**config.mk**
```make
export PLATFORM = sky130hd
export DESIGN_NAME = atm_teclado
export DESIGN_NICKNAME = d
export VERILOG_FILES = /design/src/rtl/atm_teclado.sv
export SDC_FILE = /design/constraint.sdc
export NUM_CORES = 1
export LEC_CHECK = 0
export ABC_AREA = 1
export BUFFER_PORTS_ARGS = -buffer_cell sky130_fd_sc_hd__buf_4
export CAP_MARGIN = 20
export CORE_ASPECT_RATIO = 1.75
export CORE_MARGIN = 2
export CORE_UTILIZATION = 60
export CTS_BUF_LIST = sky130_fd_sc_hd__clkbuf_4
export CTS_CLUSTER_DIAMETER = 120
export CTS_CLUSTER_SIZE = 14
export DETAILED_ROUTE_END_ITERATION = 7
export PLACE_DENSITY = 0.85
export SKIP_LAST_GASP = 1
export SLEW_MARGIN = 10
export SYNTH_ARGS = -nofsm -noshare
export SYNTH_HDL_FRONTEND = slang
export SYNTH_SLANG_ARGS = --single-unit
export TNS_END_PERCENT = 30
```
**constraint.sdc**
```tcl
create_clock -name clk -period 4.1 [get_ports clk]
set_input_delay 0.82 -clock clk [delete_from_list [all_inputs] [get_ports clk]]
set_output_delay 0.82 -clock clk [all_outputs]
set_load 0.005 [all_outputs]
```
**src/rtl/atm_teclado.sv**
```systemverilog
// ATM keypad front end: synchronizes and debounces a single key line, then
// routes accepted keys either to PIN digit output or to a decimal amount accumulator.
module atm_teclado #(
  parameter int DEB_CYC = 4,
  parameter int MAX_DIG = 9
) (
  input  logic        clk,
  input  logic        rst,
  input  logic        tecla_raw,
  input  logic [3:0]  tecla_cod,
  input  logic        modo,
  output logic [3:0]  digito,
  output logic        digito_stb,
  output logic [31:0] monto,
  output logic        monto_stb,
  output logic        monto_error,
  output logic        captura
);

  typedef enum logic [1:0] {LIBRE, VAL_PRESS, PULSADA, VAL_SUELTA} deb_state_t;

  localparam logic [7:0] DEB_LAST = 8'(DEB_CYC - 1);
  localparam logic [7:0] MAX_CNT  = 8'(MAX_DIG);

  logic       sync1, tsync;
  deb_state_t state, state_next;
  logic [7:0] deb_cnt, deb_cnt_next;
  logic       accept;

  logic        modo_q;
  logic [31:0] acc, acc_next;
  logic [7:0]  count, count_next;
  logic [3:0]  digito_next;
  logic [31:0] monto_next;
  logic        dig_stb_next, mon_stb_next, err_next;

  always_ff @(posedge clk) begin
    if (rst) begin
      sync1 <= 1'b0;
      tsync <= 1'b0;
    end else begin
      sync1 <= tecla_raw;
      tsync <= sync1;
    end
  end

  // Reset parks in VAL_SUELTA so a key held through reset must be released first.
  always_ff @(posedge clk) begin
    if (rst) begin
      state   <= VAL_SUELTA;
      deb_cnt <= 8'd0;
    end else begin
      state   <= state_next;
      deb_cnt <= deb_cnt_next;
    end
  end

  always_comb begin
    state_next   = state;
    deb_cnt_next = deb_cnt;
    accept       = 1'b0;
    case (state)
      LIBRE: begin
        if (tsync) begin
          state_next   = VAL_PRESS;
          deb_cnt_next = 8'd0;
        end
      end
      VAL_PRESS: begin
        if (!tsync) begin
          state_next   = LIBRE;
          deb_cnt_next = 8'd0;
        end else if (deb_cnt == DEB_LAST) begin
          accept       = 1'b1;
          state_next   = PULSADA;
          deb_cnt_next = 8'd0;
        end else begin
          deb_cnt_next = deb_cnt + 8'd1;
        end
      end
      PULSADA: begin
        if (!tsync) begin
          state_next   = VAL_SUELTA;
          deb_cnt_next = 8'd0;
        end
      end
      VAL_SUELTA: begin
        if (tsync) begin
          state_next   = PULSADA;
          deb_cnt_next = 8'd0;
        end else if (deb_cnt == DEB_LAST) begin
          state_next   = LIBRE;
          deb_cnt_next = 8'd0;
        end else begin
          deb_cnt_next = deb_cnt + 8'd1;
        end
      end
      default: begin
        state_next   = VAL_SUELTA;
        deb_cnt_next = 8'd0;
      end
    endcase
  end

  // A mode switch discards any partial amount, taking priority over a key in the same cycle.
  always_comb begin
    acc_next     = acc;
    count_next   = count;
    digito_next  = digito;
    monto_next   = monto;
    dig_stb_next = 1'b0;
    mon_stb_next = 1'b0;
    err_next     = 1'b0;
    if (modo != modo_q) begin
      acc_next   = 32'd0;
      count_next = 8'd0;
    end else if (accept) begin
      if (!modo) begin
        if (tecla_cod <= 4'd9) begin
          digito_next  = tecla_cod;
          dig_stb_next = 1'b1;
        end
      end else if (tecla_cod <= 4'd9) begin
        if (count == MAX_CNT) begin
          err_next   = 1'b1;
          acc_next   = 32'd0;
          count_next = 8'd0;
        end else begin
          acc_next   = acc * 32'd10 + 32'(tecla_cod);
          count_next = count + 8'd1;
        end
      end else if (tecla_cod == 4'hA) begin
        if (count != 8'd0) begin
          monto_next   = acc;
          mon_stb_next = 1'b1;
          acc_next     = 32'd0;
          count_next   = 8'd0;
        end
      end else if (tecla_cod == 4'hB) begin
        acc_next   = 32'd0;
        count_next = 8'd0;
      end
    end
  end

  always_ff @(posedge clk) begin
    if (rst) begin
      modo_q      <= 1'b0;
      acc         <= 32'd0;
      count       <= 8'd0;
      digito      <= 4'd0;
      monto       <= 32'd0;
      digito_stb  <= 1'b0;
      monto_stb   <= 1'b0;
      monto_error <= 1'b0;
      captura     <= 1'b0;
    end else begin
      modo_q      <= modo;
      acc         <= acc_next;
      count       <= count_next;
      digito      <= digito_next;
      monto       <= monto_next;
      digito_stb  <= dig_stb_next;
      monto_stb   <= mon_stb_next;
      monto_error <= err_next;
      captura     <= (count_next != 8'd0);
    end
  end

endmodule
```
==> impl_metrics.json, run 1 <==
{
  "cts_resized": 0,
  "max-slew-margin-rel_pct": 59.2,
  "core_um2": 11500,
  "wl_met3_um": 762,
  "syn_inst": 1116,
  "cts_sinks": 93,
  "design.portCount": 48,
  "rsz0062_at_grt": "no",
  "synth_edf_count": 0,
  "finalSetupViolations": 0,
  "hpwl_um": 15000,
  "fmax_mhz": 316,
  "path_class": "register to register",
  "mappedNetlistNets": 1189,
  "max_stage_delay_ns": 0.49,
  "dp_slack_ns": 0.976,
  "start_util_pct": 61.1,
  "ir_drop_mv": 0.236,
  "overflow": 0,
  "whs_ns": 0.416,
  "critPathSlowestCell": "dfxtp_1",
  "finalPower_w": 0.00154,
  "cp.arrival_ns": 3.54,
  "synth_area_leaders": "dfxtp_1 27%, nand2_1 17%, ha_1 11%",
  "viasPerCell": 5.52,
  "cts-buffers-inserted": 9,
  "p_per_area_nw_per_um2": 203,
  "synth.distinct_cells": 40,
  "wl_per_cell_um": 14.1,
  "wl_um": 18400,
  "synthFlopType": "dfxtp_1",
  "worstPathCellList": "ha_1 -> ha_1 -> nand2_2 -> inv_1 -> nand2_1 -> nand2_1 -> inv_1 -> nand3_2 -> nand2_1 -> nand2_1 -> nand2_1 -> nand2_1 -> nor2_1 -> nand2_1 -> nor2_4 -> nand3_1 -> nand2_1 -> nand3_1 -> a21oi_1",
  "critical_path_required_ns": 4.48,
  "drc": 0,
  "post_cts_buffers": 0,
  "max_cap_viol_count": 0,
  "synth_area_um2": 7000,
  "grt_pass1_wl_um": 30500,
  "hp-class": "register to register",
  "path_delay_family": "simple AND/OR/NAND/NOR gates",
  "synth-seq-cells": 93,
  "final_hold_viol_count": 0,
  "setup_slack_ns": 0.937,
  "ys_seq_area_share_pct": 26.6,
  "fp.dieArea_um2": 12600,
  "cts_root_buf": "clkbuf_4",
  "worstSetupStartpointType": "register",
  "num-fill-cells": 1107,
  "top_layer_used": "met4",
  "grt_pass1_vias": 6853,
  "clock_skew_ns": 0.0142,
  "end_kind": "register",
  "period_minus_slack_ns": 3.16,
  "synth_top_area_cell": "dfxtp_1",
  "worstMarginPinSlew_ns": 0.609,
  "ys_async_sr_fraction_pct": 0,
  "portBuffers": 47,
  "fin_setup_tns_ns": 0,
  "syn_avg_cell_area_um2": 6.27,
  "outcome": "finished clean",
  "antenna_left": 0,
  "ys_warn_count": 0,
  "finalCritPeriodShare_pct": 77.1,
  "syn2layout_area_growth_pct": 8.71,
  "antenna_found_initial": 1,
  "drive_above_1_share_pct": 10.1,
  "met2_length_um": 9430,
  "ctsHtreeMaxLevel": 3,
  "ys_top_cells_by_count": "322 x nand2_1, 171 x inv_1, 101 x a21oi_1, 98 x nand3_1, 93 x dfxtp_1",
  "postCtsHoldBufs": 0,
  "cp_max_fo": 6,
  "layout.nets": 1232,
  "cpMostUsedCell": "nand2_1",
  "synth_top_cell_area_share_pct": 26.6,
  "wl_met1_um": 7070,
  "grt_max_degree": 65,
  "grt.total_usage_pct": 29.9,
  "first_iter_violations": 392,
  "clock_path_buffers": 2,
  "rows": 52,
  "critPathBufInv": 2,
  "maxSlewViolCount": 0,
  "cts.clk_slew.worst_paths_ns": 0.13,
  "yosysMostFrequentCell": "nand2_1",
  "die_h_um": 147,
  "place_congestion": 1.04,
  "vias": 7170,
  "drt_first_pass_iters": 5,
  "insertion_delay_ns": 0.45,
  "leakage_nw": 3.69,
  "cts_tree": "done",
  "die_x_um": 85.6
}
-- placed cells by master, fill, tap and decap left out, types with 2 or more instances in the layout --
| master | count |
|---|---|
| inv_2 | 3 |
| nor2_1 | 79 |
| nor2_4 | 6 |
| nand4_1 | 19 |
| o21ai_0 | 51 |
| buf_4 | 52 |
| xor2_1 | 4 |
| fa_1 | 2 |
| a31oi_1 | 3 |
| ha_1 | 63 |
| inv_1 | 171 |
| nor2_2 | 12 |
| or2_2 | 3 |
| o221ai_1 | 4 |
| nand3_1 | 98 |
| nor3_1 | 14 |
| clkinv_2 | 2 |
| nand2_1 | 322 |
| and2_1 | 4 |
| nand3_2 | 6 |
| clkbuf_4 | 9 |
| o21bai_1 | 4 |
| a21oi_1 | 101 |
| nand3b_1 | 2 |
| nand2_2 | 17 |
| xnor2_1 | 2 |
| and3_1 | 2 |
| clkinv_1 | 2 |
| dfxtp_1 | 93 |
-- logic make-up (layout without fill, tap and decap cells) --
logic type	count (synthesis)	after routing	share of synthesized area (%)
AND/OR/NAND/NOR	587	587	37.2
flip-flops	93	93	26.6
other	0	1	0
adder cells (fa/ha/maj)	65	65	11.8
buffers and inverters	194	242	10.6
XOR/XNOR	7	7	0.984
AO/OA/AOI/OAI	170	170	12.8
-- sequential cells by signal (all words and copies together) (netlist names), named ones only --
signal / cells
acc: 32
captura: 1
count: 8
deb_cnt: 8
digito: 4
digito_stb: 1
modo_q: 1
monto: 32
monto_error: 1
monto_stb: 1
state: 1
sync1: 1
tsync: 1
-- worst min-delay path: stages, from the launching register on --
cell and delay [ns]:
dfxtp_1 0.32, inv_1 0.04, nor2_1 0.03
-- where the power goes --
group          total, W  internal, W  switching, W
combinational  0.000126    0.0000398     0.0000863
clock          0.000482     0.000183      0.000299
sequential     0.000936     0.000922     0.0000137
total           0.00154      0.00115      0.000399
-- cell type report --
| cell class | instances | area [µm²] | area share [%] |
|---|---|---|---|
| antenna | 1 | 2.50 | 0.0329 |
| clock buffer | 9 | 67.6 | 0.888 |
| clock inverter | 7 | 65.1 | 0.856 |
| inverter | 174 | 653 | 8.59 |
| multi-input combinational | 829 | 4400 | 57.8 |
| sequential | 93 | 1860 | 24.5 |
| tap | 135 | 169 | 2.22 |
| timing repair buffer | 52 | 390 | 5.13 |
-- through the flow --
step | std cells | instance area (µm²) | util (%)
6_report | 1300 | 7600 | 66.4
2_1_floorplan | 1116 | 7000 | -
3_3_place_gp | 1283 | 7470 | 65.2
5_1_grt | 1300 | 7600 | 66.4
3_5_place_dp | 1283 | 7470 | 65.2
4_1_cts | 1299 | 7600 | 66.4
-- worst paths after layout --
check	start	cells after the start	end	slack, ns
setup reg to reg	acc[8]$_SDFFE_PP0P_	19	acc[29]$_SDFFE_PP0P_	0.94
setup / recovery	acc[8]$_SDFFE_PP0P_	19	acc[29]$_SDFFE_PP0P_	0.94
hold reg to reg	sync1$_SDFF_PP0_	2	tsync$_SDFF_PP0_	0.42
hold / removal	sync1$_SDFF_PP0_	2	tsync$_SDFF_PP0_	0.42
-- metal layers --
metal	vias up	global-route usage (%)
met2	216	54.5
met5	-	0
met4	0	18.9
li1	3689	-
met3	68	2.75
met1	3197	32.0
No activity file was read; power rests on OpenSTA's default activity.
==> run 2, diff against run 1 <==
- clock period: 4.1 -> 3.07 ns (I/O delays scaled with it)
==> run 2 against run 1 <==
Routed wire length increased by 4.9%. Clock power increased by 40%. Cell area increased by 4.1%. Fmax increased by 5.9%. Clock skew increased by 0.0047 ns. Largest cell class unchanged.
==> impl_metrics.json, run 2 (synthesis gave the netlist of run 1 again) <==
{
  "outcome": "finished clean",
  "r2r_cells": 17,
  "wl_per_cell_um": 14.6,
  "portBuffers": 47,
  "final_hold_viol_count": 0,
  "hp-class": "input port to register",
  "cts_tree": "done",
  "ctsHtreeMaxLevel": 3,
  "rr_startpoint": "acc[0]$_SDFFE_PP0P_",
  "cpMostUsedCell": "nand2_1",
  "insertion_delay_ns": 0.44,
  "critPathBufInv": 1,
  "critPathSlowestCell": "fa_2",
  "cts.clk_slew.worst_paths_ns": 0.15,
  "p_per_area_nw_per_um2": 265,
  "clock_path_buffers": 2,
  "finalCritPeriodShare_pct": 97.3,
  "vias": 7372,
  "postCtsHoldBufs": 0,
  "grt.total_usage_pct": 30.3,
  "cp.arrival_ns": 3.37,
  "end_kind": "register",
  "fmax_mhz": 335,
  "leakage_nw": 3.78,
  "die_h_um": 147,
  "drive_above_1_share_pct": 15.5,
  "ir_drop_mv": 0.335,
  "max_stage_delay_ns": 0.61,
  "max-slew-margin-rel_pct": 62.9,
  "viasPerCell": 5.59,
  "rsz0062_at_grt": "yes",
  "cts_sinks": 93,
  "overflow": 0,
  "dp_cells": 1299,
  "cp_max_fo": 6,
  "die_x_um": 85.6,
  "finalSetupViolations": 0,
  "layout_common_cells": "319 x nand2_1, 171 x inv_1, 96 x nand3_1, 96 x a21oi_1, 75 x dfxtp_1",
  "grt_max_degree": 65,
  "grt_pass1_vias": 6775,
  "rows": 52,
  "hpwl_um": 15200,
  "core_um2": 11500,
  "start_util_pct": 61.1,
  "place_congestion": 0.995,
  "fp.dieArea_um2": 12600,
  "cts-buffers-inserted": 9,
  "antenna_found_initial": 1,
  "clock_skew_ns": 0.0190,
  "min_to": "sync1$_SDFF_PP0_",
  "path_class": "register to register",
  "min_from": "tecla_raw",
  "drc": 0,
  "period_minus_slack_ns": 2.99,
  "stdcell_count": 1319,
  "holdPathStages": 3,
  "critical_path_required_ns": 3.45,
  "layout.nets": 1251,
  "worstMarginPinSlew_ns": 0.554,
  "mostFrequentLayoutCell": "nand2_1",
  "r2r_end": "acc[22]$_SDFFE_PP0P_",
  "maxSlewViolCount": 0,
  "antenna_left": 0,
  "cts_root_buf": "clkbuf_4",
  "worstPathCellList": "ha_1 -> ha_4 -> fa_2 -> nand2_1 -> inv_1 -> nand4_1 -> nand2_1 -> nand2_1 -> nor2_2 -> nand2_2 -> nor2_4 -> nand3_4 -> nor2_4 -> nand2_2 -> a21oi_1 -> o21ai_1 -> a21oi_1",
  "fin_setup_tns_ns": 0,
  "path_delay_family": "simple AND/OR/NAND/NOR gates",
  "max_cap_viol_count": 0,
  "worstSetupStartpointType": "register",
  "largestRegisters": "acc (32), monto (32)",
  "wl_um": 19300,
  "grt_pass1_wl_um": 30700,
  "first_iter_violations": 508,
  "design.portCount": 48,
  "drt_first_pass_iters": 5,
  "syn2layout_area_growth_pct": 13.2,
  "rrSetupSlack_ns": 0.08
}
[run 2: cell types whose count changed in the layout (fill, tap and decap cells not counted), sizes merged]
cell    change
buf        +19
clkinv      -2
inv         +2
[run 2: per-stage QoR]
stage | util, % | total power [W] | hold slack (ns) | setup WS [ns] | cell area (µm²)
after detailed placement | 66.3 | 0.00145 | 0.410 | 0.0298 | 7590
after floorplan | - | 0.00140 | 0.388 | 0.271 | 7000
after CTS | 67.5 | 0.00211 | 0.350 | 0.0160 | 7730
final | 69.2 | 0.00210 | 0.368 | 0.0828 | 7920
after global placement | 66.3 | 0.00144 | 0.403 | 0.152 | 7590
after global routing | 69.2 | 0.00218 | 0.352 | -0.0431 | 7920
[run 2: layout make-up]
cell class / count / area, µm²
multi-input cells: 829 / 4540
fillers: 1038 / 3530
flip-flops and latches: 93 / 1880
inverters: 174 / 653
repair buffers: 71 / 533
well taps: 135 / 169
clock inverters: 7 / 70.1
clock buffers: 9 / 67.6
diodes: 1 / 2.50
[run 2: worst register-to-register path: cells and delay by family (launching register included)]
| family | cells | cell delay, ns |
|---|---|---|
| and+or+nand+nor | 10 | 1.12 |
| adders and majority gates | 3 | 1.04 |
| DFF | 1 | 0.37 |
| AOI/OAI and AO/OA | 3 | 0.34 |
| buffers and inverters | 1 | 0.05 |
[run 2: worst max path at each step]
stage                     slack [ns]           startpoint              endpoint  cells after the start
after floorplan                 0.27  acc[1]$_SDFFE_PP0P_  acc[22]$_SDFFE_PP0P_                     17
after global placement          0.15  acc[3]$_SDFFE_PP0P_  acc[22]$_SDFFE_PP0P_                     17
after detailed placement        0.03  acc[3]$_SDFFE_PP0P_  acc[22]$_SDFFE_PP0P_                     17
after CTS                       0.02  acc[3]$_SDFFE_PP0P_  acc[22]$_SDFFE_PP0P_                     17
after global routing           -0.04  acc[0]$_SDFFE_PP0P_  acc[22]$_SDFFE_PP0P_                     16
final                           0.08  acc[0]$_SDFFE_PP0P_  acc[22]$_SDFFE_PP0P_                     17
[run 2: repair_timing]
item	in CTS	in global routing
resized for setup	0	52
setup endpoints to repair	1	16
pin swaps	1	12
gates cloned	0	0
buffers inserted	0	3
[run 2: power by group]
group | leakage (nW) | total, W | internal [W] | switching, W
Clock | 0.0785 | 0.000677 | 0.000252 | 0.000425
Combinational | 2.94 | 0.000174 | 0.0000542 | 0.000119
Sequential | 0.760 | 0.00125 | 0.00123 | 0.0000182
[run 2: layer usage]
metal / GRT usage [%] / part of all wire (%) / wire [µm] / up-vias
li1: - / - / - / 3732
met1: 33.8 / 39 / 7510 / 3303
met2: 54.6 / 51 / 9800 / 251
met3: 2.70 / 4.1 / 787 / 86
met4: 17.5 / 6.0 / 1150 / 0
met5: 0 / 0 / 0 / -
